[src/rtl/div_pkg.sv]
// -----------------------------------------------------------------------------
// div_pkg
//   Shared definitions for the sequential divider (and its multiplier sibling's
//   control logic): FSM state encoding, counter sizing and a magnitude helper.
//
//   Contents
//     div_state_e   : IDLE / ITER / FIX / DONE
//     DIV_N_DEFAULT : default operand width
//     CNT_W         : iteration counter width for the default operand width
//     cnt_width()   : iteration counter width for an arbitrary operand width
//     abs_n()       : magnitude of an n-bit two's complement value (n <= 32)
// -----------------------------------------------------------------------------
package div_pkg;

    typedef enum logic [1:0] {
        IDLE = 2'd0,
        ITER = 2'd1,
        FIX  = 2'd2,
        DONE = 2'd3
    } div_state_e;

    localparam int DIV_N_DEFAULT = 4;
    localparam int CNT_W         = $clog2(DIV_N_DEFAULT);

    // Counter must hold N-1, so $clog2(N) bits suffice for N >= 2.
    function automatic int cnt_width(input int n);
        return $clog2(n);
    endfunction

    // v carries an n-bit two's complement value zero-extended to 32 bits.
    // The low n bits of the result are the unsigned magnitude; the most
    // negative value maps to 2^(n-1), which still fits in n unsigned bits.
    function automatic logic [31:0] abs_n(input logic [31:0] v, input int n);
        logic neg;
        neg = v[5'(n - 1)];
        return neg ? (~v + 32'd1) : v;
    endfunction

endpackage

[src/rtl/nonrestoring_div_step.sv]
// -----------------------------------------------------------------------------
// nonrestoring_div_step
//   One combinational iteration of non-restoring division on magnitudes.
//   The partial remainder A and the quotient/dividend register Q shift left
//   together; A then adds or subtracts the divisor depending on the sign A had
//   before the shift, and the new quotient bit is the inverted sign of A.
//
//   Ports
//     a_in  [N:0]   partial remainder, signed
//     q_in  [N-1:0] quotient bits so far / remaining dividend bits
//     v_in  [N:0]   divisor magnitude, zero-extended
//     a_out [N:0]   partial remainder after this step
//     q_out [N-1:0] quotient register after this step
// -----------------------------------------------------------------------------
module nonrestoring_div_step #(
    parameter int N = 4
) (
    input  logic [N:0]   a_in,
    input  logic [N-1:0] q_in,
    input  logic [N:0]   v_in,
    output logic [N:0]   a_out,
    output logic [N-1:0] q_out
);

    logic [N:0] a_sh;

    always_comb begin
        // Next dividend bit enters A from the top of Q.
        a_sh = {a_in[N-1:0], q_in[N-1]};
        if (a_in[N]) begin
            a_out = a_sh + v_in;
        end else begin
            a_out = a_sh - v_in;
        end
        q_out = {q_in[N-2:0], ~a_out[N]};
    end

endmodule

[src/rtl/nonrestoring_divider.sv]
// -----------------------------------------------------------------------------
// nonrestoring_divider
//   Sequential signed integer divider. Operand magnitudes are divided with the
//   non-restoring algorithm, one quotient bit per clock, then a single FIX
//   cycle restores a negative remainder and applies the latched signs.
//   Quotient truncates toward zero; remainder takes the dividend's sign.
//
//   Optional feature macro: DIV_ZERO_DETECT_EN
//     defined   : a zero divisor on the accept edge jumps straight to DONE with
//                 div_zero=1, quotient=all ones, remainder=dividend.
//     undefined : div_zero is tied low and a zero divisor runs the full
//                 sequence (quotient magnitude all ones, remainder=dividend).
//
//   Handshake: start is accepted on a rising edge only while the FSM is in IDLE
//   or DONE (busy=0); operands are sampled on that same edge. While busy=1,
//   start and operands are ignored. valid pulses for the single DONE cycle,
//   N+2 cycles after the accept cycle (1 cycle for a trapped zero divisor).
//   Holding start high through DONE re-accepts immediately.
//
//   Ports
//     clk        in   rising-edge clock
//     reset      in   synchronous active-high reset
//     dividend   in   [N-1:0] signed dividend
//     divisor    in   [N-1:0] signed divisor
//     start      in   operation request
//     quotient   out  [N-1:0] signed quotient
//     remainder  out  [N-1:0] signed remainder
//     valid      out  result-updated pulse
//     busy       out  high in ITER and FIX
//     div_zero   out  divide-by-zero flag
//     dbg_state  out  current FSM state
// -----------------------------------------------------------------------------
module nonrestoring_divider
    import div_pkg::*;
#(
    parameter int N = 4
) (
    input  logic             clk,
    input  logic             reset,
    input  logic [N-1:0]     dividend,
    input  logic [N-1:0]     divisor,
    input  logic             start,
    output logic [N-1:0]     quotient,
    output logic [N-1:0]     remainder,
    output logic             valid,
    output logic             busy,
    output logic             div_zero,
    output div_state_e       dbg_state
);

    localparam int CNT_BITS = cnt_width(N);

    div_state_e          state_q, state_d;
    logic [CNT_BITS-1:0] cnt_q, cnt_d;
    logic [N:0]          a_q, a_d;
    logic [N-1:0]        qreg_q, qreg_d;
    logic [N:0]          vreg_q, vreg_d;
    logic                neg_quot_q, neg_quot_d;
    logic                neg_rem_q, neg_rem_d;
    logic [N-1:0]        quotient_q, quotient_d;
    logic [N-1:0]        remainder_q, remainder_d;
`ifdef DIV_ZERO_DETECT_EN
    logic                div_zero_q, div_zero_d;
`endif

    logic                accept;
    logic                zero_trap;
    logic [N-1:0]        dd_mag;
    logic [N-1:0]        dv_mag;
    logic [N:0]          step_a;
    logic [N-1:0]        step_q;
    logic [N-1:0]        rem_mag;

    assign accept = start && ((state_q == IDLE) || (state_q == DONE));

`ifdef DIV_ZERO_DETECT_EN
    assign zero_trap = (divisor == '0);
`else
    assign zero_trap = 1'b0;
`endif

    assign dd_mag = N'(abs_n(32'(dividend), N));
    assign dv_mag = N'(abs_n(32'(divisor), N));

    nonrestoring_div_step #(
        .N (N)
    ) u_step (
        .a_in  (a_q),
        .q_in  (qreg_q),
        .v_in  (vreg_q),
        .a_out (step_a),
        .q_out (step_q)
    );

    // ---------------------------------------------------------------- state
    always_ff @(posedge clk) begin
        if (reset) begin
            state_q <= IDLE;
        end else begin
            state_q <= state_d;
        end
    end

    // ----------------------------------------------------------- next state
    always_comb begin
        state_d = state_q;
        case (state_q)
            IDLE: begin
                if (start) begin
                    state_d = zero_trap ? DONE : ITER;
                end
            end
            ITER: begin
                if (cnt_q == '0) begin
                    state_d = FIX;
                end
            end
            FIX: begin
                state_d = DONE;
            end
            DONE: begin
                if (start) begin
                    state_d = zero_trap ? DONE : ITER;
                end else begin
                    state_d = IDLE;
                end
            end
            default: begin
                state_d = IDLE;
            end
        endcase
    end

    // -------------------------------------------------------------- outputs
    always_comb begin
        valid     = (state_q == DONE);
        busy      = (state_q == ITER) || (state_q == FIX);
        dbg_state = state_q;
    end

    assign quotient  = quotient_q;
    assign remainder = remainder_q;
`ifdef DIV_ZERO_DETECT_EN
    assign div_zero  = div_zero_q;
`else
    assign div_zero  = 1'b0;
`endif

    // ------------------------------------------------------------- datapath
    // Final restore: a negative partial remainder is one divisor short.
    assign rem_mag = a_q[N] ? (a_q[N-1:0] + vreg_q[N-1:0]) : a_q[N-1:0];

    always_comb begin
        cnt_d       = cnt_q;
        a_d         = a_q;
        qreg_d      = qreg_q;
        vreg_d      = vreg_q;
        neg_quot_d  = neg_quot_q;
        neg_rem_d   = neg_rem_q;
        quotient_d  = quotient_q;
        remainder_d = remainder_q;
`ifdef DIV_ZERO_DETECT_EN
        div_zero_d  = div_zero_q;
`endif

        if (accept) begin
            neg_quot_d = dividend[N-1] ^ divisor[N-1];
            neg_rem_d  = dividend[N-1];
            qreg_d     = dd_mag;
            vreg_d     = {1'b0, dv_mag};
            a_d        = '0;
            cnt_d      = CNT_BITS'(N - 1);
`ifdef DIV_ZERO_DETECT_EN
            div_zero_d = 1'b0;
            if (zero_trap) begin
                quotient_d  = '1;
                remainder_d = dividend;
                div_zero_d  = 1'b1;
            end
`endif
        end else if (state_q == ITER) begin
            a_d    = step_a;
            qreg_d = step_q;
            if (cnt_q != '0) begin
                cnt_d = cnt_q - CNT_BITS'(1);
            end
        end else if (state_q == FIX) begin
            quotient_d  = neg_quot_q ? (-qreg_q) : qreg_q;
            remainder_d = neg_rem_q ? (-rem_mag) : rem_mag;
        end
    end

    always_ff @(posedge clk) begin
        if (reset) begin
            cnt_q       <= '0;
            a_q         <= '0;
            qreg_q      <= '0;
            vreg_q      <= '0;
            neg_quot_q  <= 1'b0;
            neg_rem_q   <= 1'b0;
            quotient_q  <= '0;
            remainder_q <= '0;
`ifdef DIV_ZERO_DETECT_EN
            div_zero_q  <= 1'b0;
`endif
        end else begin
            cnt_q       <= cnt_d;
            a_q         <= a_d;
            qreg_q      <= qreg_d;
            vreg_q      <= vreg_d;
            neg_quot_q  <= neg_quot_d;
            neg_rem_q   <= neg_rem_d;
            quotient_q  <= quotient_d;
            remainder_q <= remainder_d;
`ifdef DIV_ZERO_DETECT_EN
            div_zero_q  <= div_zero_d;
`endif
        end
    end

endmodule

[config.mk]
export PLATFORM = sky130hd
export DESIGN_NAME = nonrestoring_divider
export DESIGN_NICKNAME = d
export VERILOG_FILES = /design/src/rtl/div_pkg.sv /design/src/rtl/nonrestoring_div_step.sv /design/src/rtl/nonrestoring_divider.sv
export SDC_FILE = /design/constraint.sdc
export NUM_CORES = 1
export LEC_CHECK = 0
export BUFFER_PORTS_ARGS = -buffer_cell sky130_fd_sc_hd__buf_4
export CAP_MARGIN = 25
export CORE_UTILIZATION = 40
export CTS_BUF_LIST = sky130_fd_sc_hd__clkbuf_16
export CTS_CLUSTER_SIZE = 16
export DETAILED_ROUTE_END_ITERATION = 8
export GPL_TIMING_DRIVEN = 1
export HOLD_SLACK_MARGIN = 0.06
export MAX_ROUTING_LAYER = met4
export PLACE_DENSITY_LB_ADDON = 0.3
export SYNTH_ARGS = -nofsm -noshare
export SYNTH_HDL_FRONTEND = slang
export SYNTH_SLANG_ARGS = --single-unit
[constraint.sdc]
create_clock -name clk -period 3.2 [get_ports clk]
set_clock_uncertainty 0.15 [all_clocks]
set_input_delay 0.64 -clock clk [delete_from_list [all_inputs] [get_ports clk]]
set_output_delay 0.64 -clock clk [all_outputs]
set_load 0.05 [all_outputs]
After elaboration in Yosys (flattened, before gate mapping)
Index checks and enable logic that the tools add are counted.
{"block": "word_totals", "reg_bits": 27, "latchBits": 0, "ramBits": 0, "romBits": 0, "input_bits": 11, "out_inout_bits": 13, "elab_cells": 55, "n_memories": 0}
{"block": "classes", "addsub": 8, "multipliers": 0, "n_div": 0, "order_cmp": 0, "n_eq_ne": 5, "shifts": 0, "mux": 15, "bitwise": 6, "n_reduce_logical": 12}
{"operator": "$mux 4", "count": 7}
{"operator": "$mux 2", "count": 5}
{"operator": "$add 4x1->4 const B", "count": 2}
{"operator": "$neg 4->4", "count": 2}
{"operator": "$not 4->4", "count": 2}
{"operator": "$pmux 2 s4", "count": 1}
{"operator": "$reduce_bool 2->1", "count": 3}
{"operator": "$add 5x4->5", "count": 1}
{"operator": "$mux 5", "count": 1}
{"operator": "$sub 5x4->5", "count": 1}
{"operator": "$add 4x4->4", "count": 1}
{"operator": "$eq 2x2->1 const B", "count": 2}
{"operator": "$logic_not 2->1", "count": 2}
{"operator": "$ne 2x2->1 const B", "count": 2}
{"operator": "$reduce_and 2->1", "count": 2}
{"operator": "$not 1->1", "count": 3}
{"operator": "$reduce_and 3->1", "count": 1}
{"operator": "$eq 2x1->1 const B", "count": 1}
{"operator": "$logic_or 1x1->1", "count": 2}
{"operator": "$reduce_or 2->1", "count": 1}
{"operator": "$sub 2x1->2 const B", "count": 1}
{"operator": "$logic_and 1x1->1", "count": 1}
{"operator": "$mux 1", "count": 1}
{"operator": "$xor 1x1->1", "count": 1}

Depth between registers and ports, before layout
{"block": "logic_depth", "ltp_word": 5, "ltp_mapped": 10, "mapped_depth_nobuf": 10}

Cells and area by module
Synthesis repeated with hierarchy kept, for this count alone.
{"block": "unflattened", "hier_cells": 194, "hier_area_um2": 1785.5}
{"module": "nonrestoring_divider", "instances": 1, "cells_per_inst": 166, "area_each_um2": 1511.4, "seq_area_each_um2": 540.5}
{"module": "nonrestoring_div_step", "instances": 1, "cells_per_inst": 28, "area_each_um2": 274.0, "seq_area_each_um2": 0.0}

Worst setup path before layout
No wires, ideal clock.
{"block": "synth_path", "path_type": "register -> register", "from": "register vreg_q[1]", "to": "register a_q[4]", "setup_time_ns": 0.100, "arrival_time_ns": 2.332, "required_time_ns": 2.950, "slack_ns": 0.618, "stages_incl_launch_ff": 9, "n_path_buf": 0, "period_less_slack_ns": 2.582, "cell_sequence": "dfxtp_1 > inv_1 > ha_1 > mux2_2 > fa_1 > a21o_1 > a21oi_1 > xor3_2 > a2111oi_4"}
{"block": "synth_via", "elab_chain_cells": 2, "elab_cells_between_ends": 3, "cone_classes": "2 x add/sub; 1 x mux"}
{"item": "start: declaration", "line": "nonrestoring_divider.sv:57", "rtl": "logic [N:0] vreg_q, vreg_d;"}
{"item": "start signal: assignment", "line": "nonrestoring_divider.sv:210", "rtl": "vreg_q <= vreg_d;"}
{"item": "$sub 5x4->5 / $add 5x4->5 (equally long branches)", "line": "nonrestoring_div_step.sv:33, nonrestoring_div_step.sv:31"}
{"item": "$mux 5 *", "line": "nonrestoring_div_step.sv:30", "rtl": "if (a_in[N]) begin"}
{"item": "end signal: assignment", "line": "nonrestoring_divider.sv:196", "rtl": "a_q <= '0;"}
{"item": "end signal: assignment", "line": "nonrestoring_divider.sv:208", "rtl": "a_q <= a_d;"}
{"item": "end: declaration", "line": "nonrestoring_divider.sv:55", "rtl": "logic [N:0] a_q, a_d;"}
Mark *: on every way between the ends. The rest lies on a longest branch, timed or not.
A chain may end at the register's enable or synchronous reset.

Final worst setup path
Ends and elaborated chain as after synthesis.

==> flow_summary.yaml <==
sta:
  hold_viol: 0
  fin_tns_setup_ns: 0
  finalCritPeriodShare_pct: 85.3
  finalCriticalPeriod_ns: 2.73
  finalSetupViolations: 0
  whs_ns: 0.337
  tightest_slew_ns: 0.671
  slew_headroom_pct: 55.2
  clock.fmax_mhz: 366
  rsz0062_at_grt: "false"
  drv_slew: 0
setup_path:
  r2r_cells: 8
  worstSetupEndpointType: "flop"
  cp.arrival_ns: 2.74
  startpoint_type: "flop"
  required_ns: 3.22
  crit_type: "flop to flop"
  crit_fanout: 5
power_and_ir_drop:
  power_mw: 1.98
  worst_ir_drop_vdd_v: 0.000328
  powerDensity_nw_per_um2: 984
  p_leak_nw: 0.841
placement:
  dp.cells: 253
  gp_congestion: 0.872
  portBuffers: 22
  dp_hpwl_microns: 2490
  place_area_sq_um: 1940
finish:
  fin_area_sq_um: 2020
  n_antenna_cell: 0
  nets: 239
  drive_gt1_share_pct: 16.4
  area_growth_pct: 15.2
  final_cells: 257
global_routing:
  grt_pass1_vias: 1150
  grt_remaining_overflow: 0
  top_usage_layer: "met2"
  antenna_found_initial: 0
  grt_usage_pct: 15.5
  grt_util_met2_pct: 23.2
  grt_first_pass_wirelength_microns: 5230
  grt.met1_usage_pct: 20.9
  grtUsageMet3_pct: 4.00
  grt_max_degree: 29
clocking:
  clk_pin_slew_ns: 0.06
  cts_setup_buffers: 0
  cts_tree: "done"
  clk_latency_ns: 0.26
  cts_sinks: 27
  cts_buffer_depth: 2
  cts_resized: 0
  cts_root_buf: "clkbuf_16"
  ctsHtreeMaxLevel: 1
  cts_buffers: 3
  hold_buffers: 0
detailed_routing:
  wl_per_cell_microns: 12.5
  via_per_inst: 4.99
  drt_drc_violations_left: 0
  wirelength_microns: 3210
  ant_nets: 0
  first_pass_iters: 4
  vias: 1283
  first_iter_violations: 31
yosys:
  synth_area_sq_um: 1750
  synth.most_common_cell: "dfxtp_1"
  ys_ff_latch: 27
  synth_top_area_share_pct: 30.9
  yosysTopAreaCell: "dfxtp_1"
  synth_area_leaders: "dfxtp_1 31%, ha_1 13%, mux2i_1 7.4%"
  ys.flop_type: "dfxtp_1"
  synth.distinct_cells: 42
  syn_area_per_cell_sq_um: 9.26
  synthTopCellsByCount: "27 x dfxtp_1, 19 x nor2_1, 18 x ha_1"
  synth_edf_count: 0
  seq_area_frac_synth_pct: 30.9
  syn_nets: 220
  async_flop_share_pct: 0
  yosys_warnings: 0
  syn_inst: 189
die:
  rows: 23
  die_h_microns: 68.2
  coreArea_sq_um: 4090
  io_pins: 24
  dieArea_sq_um: 4640
  initial_utilization_pct: 42.8
  die_w_microns: 68.2
worst_hold_path:
  hold_path_class: "flop to flop"
  worstHoldPathCells: 2
job:
  maxCapViolCount: 0
outcome:
  status: "completed"
==> flip-flops by register name, indices dropped and copies added (netlist names) <==
name / cells
a_q: 5
cnt_q: 2
dbg_state: 2
neg_quot_q: 1
neg_rem_q: 1
qreg_q: 4
quotient: 4
remainder: 4
vreg_q: 4
==> through the flow <==
| stage | setup slack, ns | utilization, % |
|---|---|---|
| 2_1_floorplan | 0.618 | - |
| 3_3_place_gp | 0.559 | 47.4 |
| 3_5_place_dp | 0.476 | 47.4 |
| 4_1_cts | 0.459 | 49.4 |
| 5_1_grt | 0.340 | 49.4 |
| 6_report | 0.471 | 49.4 |
==> report_power, final <==
| part | switching (mW) | internal, mW | total (mW) |
|---|---|---|---|
| clock network | 0.111 | 0.167 | 0.279 |
| logic | 0.663 | 0.467 | 1.13 |
| registers | 0.126 | 0.449 | 0.575 |
| total | 0.900 | 1.08 | 1.98 |
==> critical path: stages, from the launching register on <==
cell       delay (ns)
dfxtp_1          0.40
inv_1            0.10
ha_1             0.27
mux2_2           0.29
fa_1             0.43
a21o_1           0.17
a21oi_1          0.15
xor3_2           0.31
a2111oi_4        0.35
==> layout by cell type, fill, tap and decap left out, types with 2 or more instances in the layout <==
cell type,instances
buf_4,23
xnor2_1,9
dfxtp_1,27
nand3_1,2
xor2_1,3
nor3_1,4
nand2_1,11
fa_1,2
nand2b_1,3
clkbuf_16,3
a21oi_1,10
a211oi_1,11
mux2i_1,13
nor2b_1,5
o21ai_0,4
inv_1,17
nor2_1,19
ha_1,18
a21o_1,2
nor4b_1,2
==> cells by family (layout without fill, tap and decap cells) <==
group,after synthesis,after routing,share of synthesized area [%]
other,1,1,0.214
DFF,27,27,30.9
and+or+nand+nor,49,49,13.4
adders and majority gates,20,20,15.2
xor gates and xnor gates,14,14,8.36
buffers and inverters,25,43,6.15
muxes,14,14,8.08
AOI/OAI and AO/OA,39,39,17.8
==> layer usage <==
layer | vias to the layer above | routed length (microns)
met1 | 567 | 1730
met4 | 0 | 31
met3 | 5 | 103
met5 | - | 0
li1 | 690 | -
met2 | 21 | 1340
==> worst paths after layout <==
check / startpoint / endpoint / slack [ns]
min reg2reg: remainder[0]$_SDFFE_PP0P_ / remainder[0]$_SDFFE_PP0P_ / 0.34
max: vreg_q[1]$_SDFFE_PP0P_ / a_q[4]$_SDFFE_PP0P_ / 0.47
min: remainder[0]$_SDFFE_PP0P_ / remainder[0]$_SDFFE_PP0P_ / 0.34
max reg2reg: vreg_q[1]$_SDFFE_PP0P_ / a_q[4]$_SDFFE_PP0P_ / 0.47
==> area by class of cell <==
type                       instances  area (sq um)
timing repair buffer              23           173
clock buffer                       3          75.1
tap                               50          62.6
clock inverter                     1          3.75
sequential                        27           541
multi-input combinational        137          1100
fill                             399          2070
inverter                          16          60.1
(Power assumes the default switching activity.)
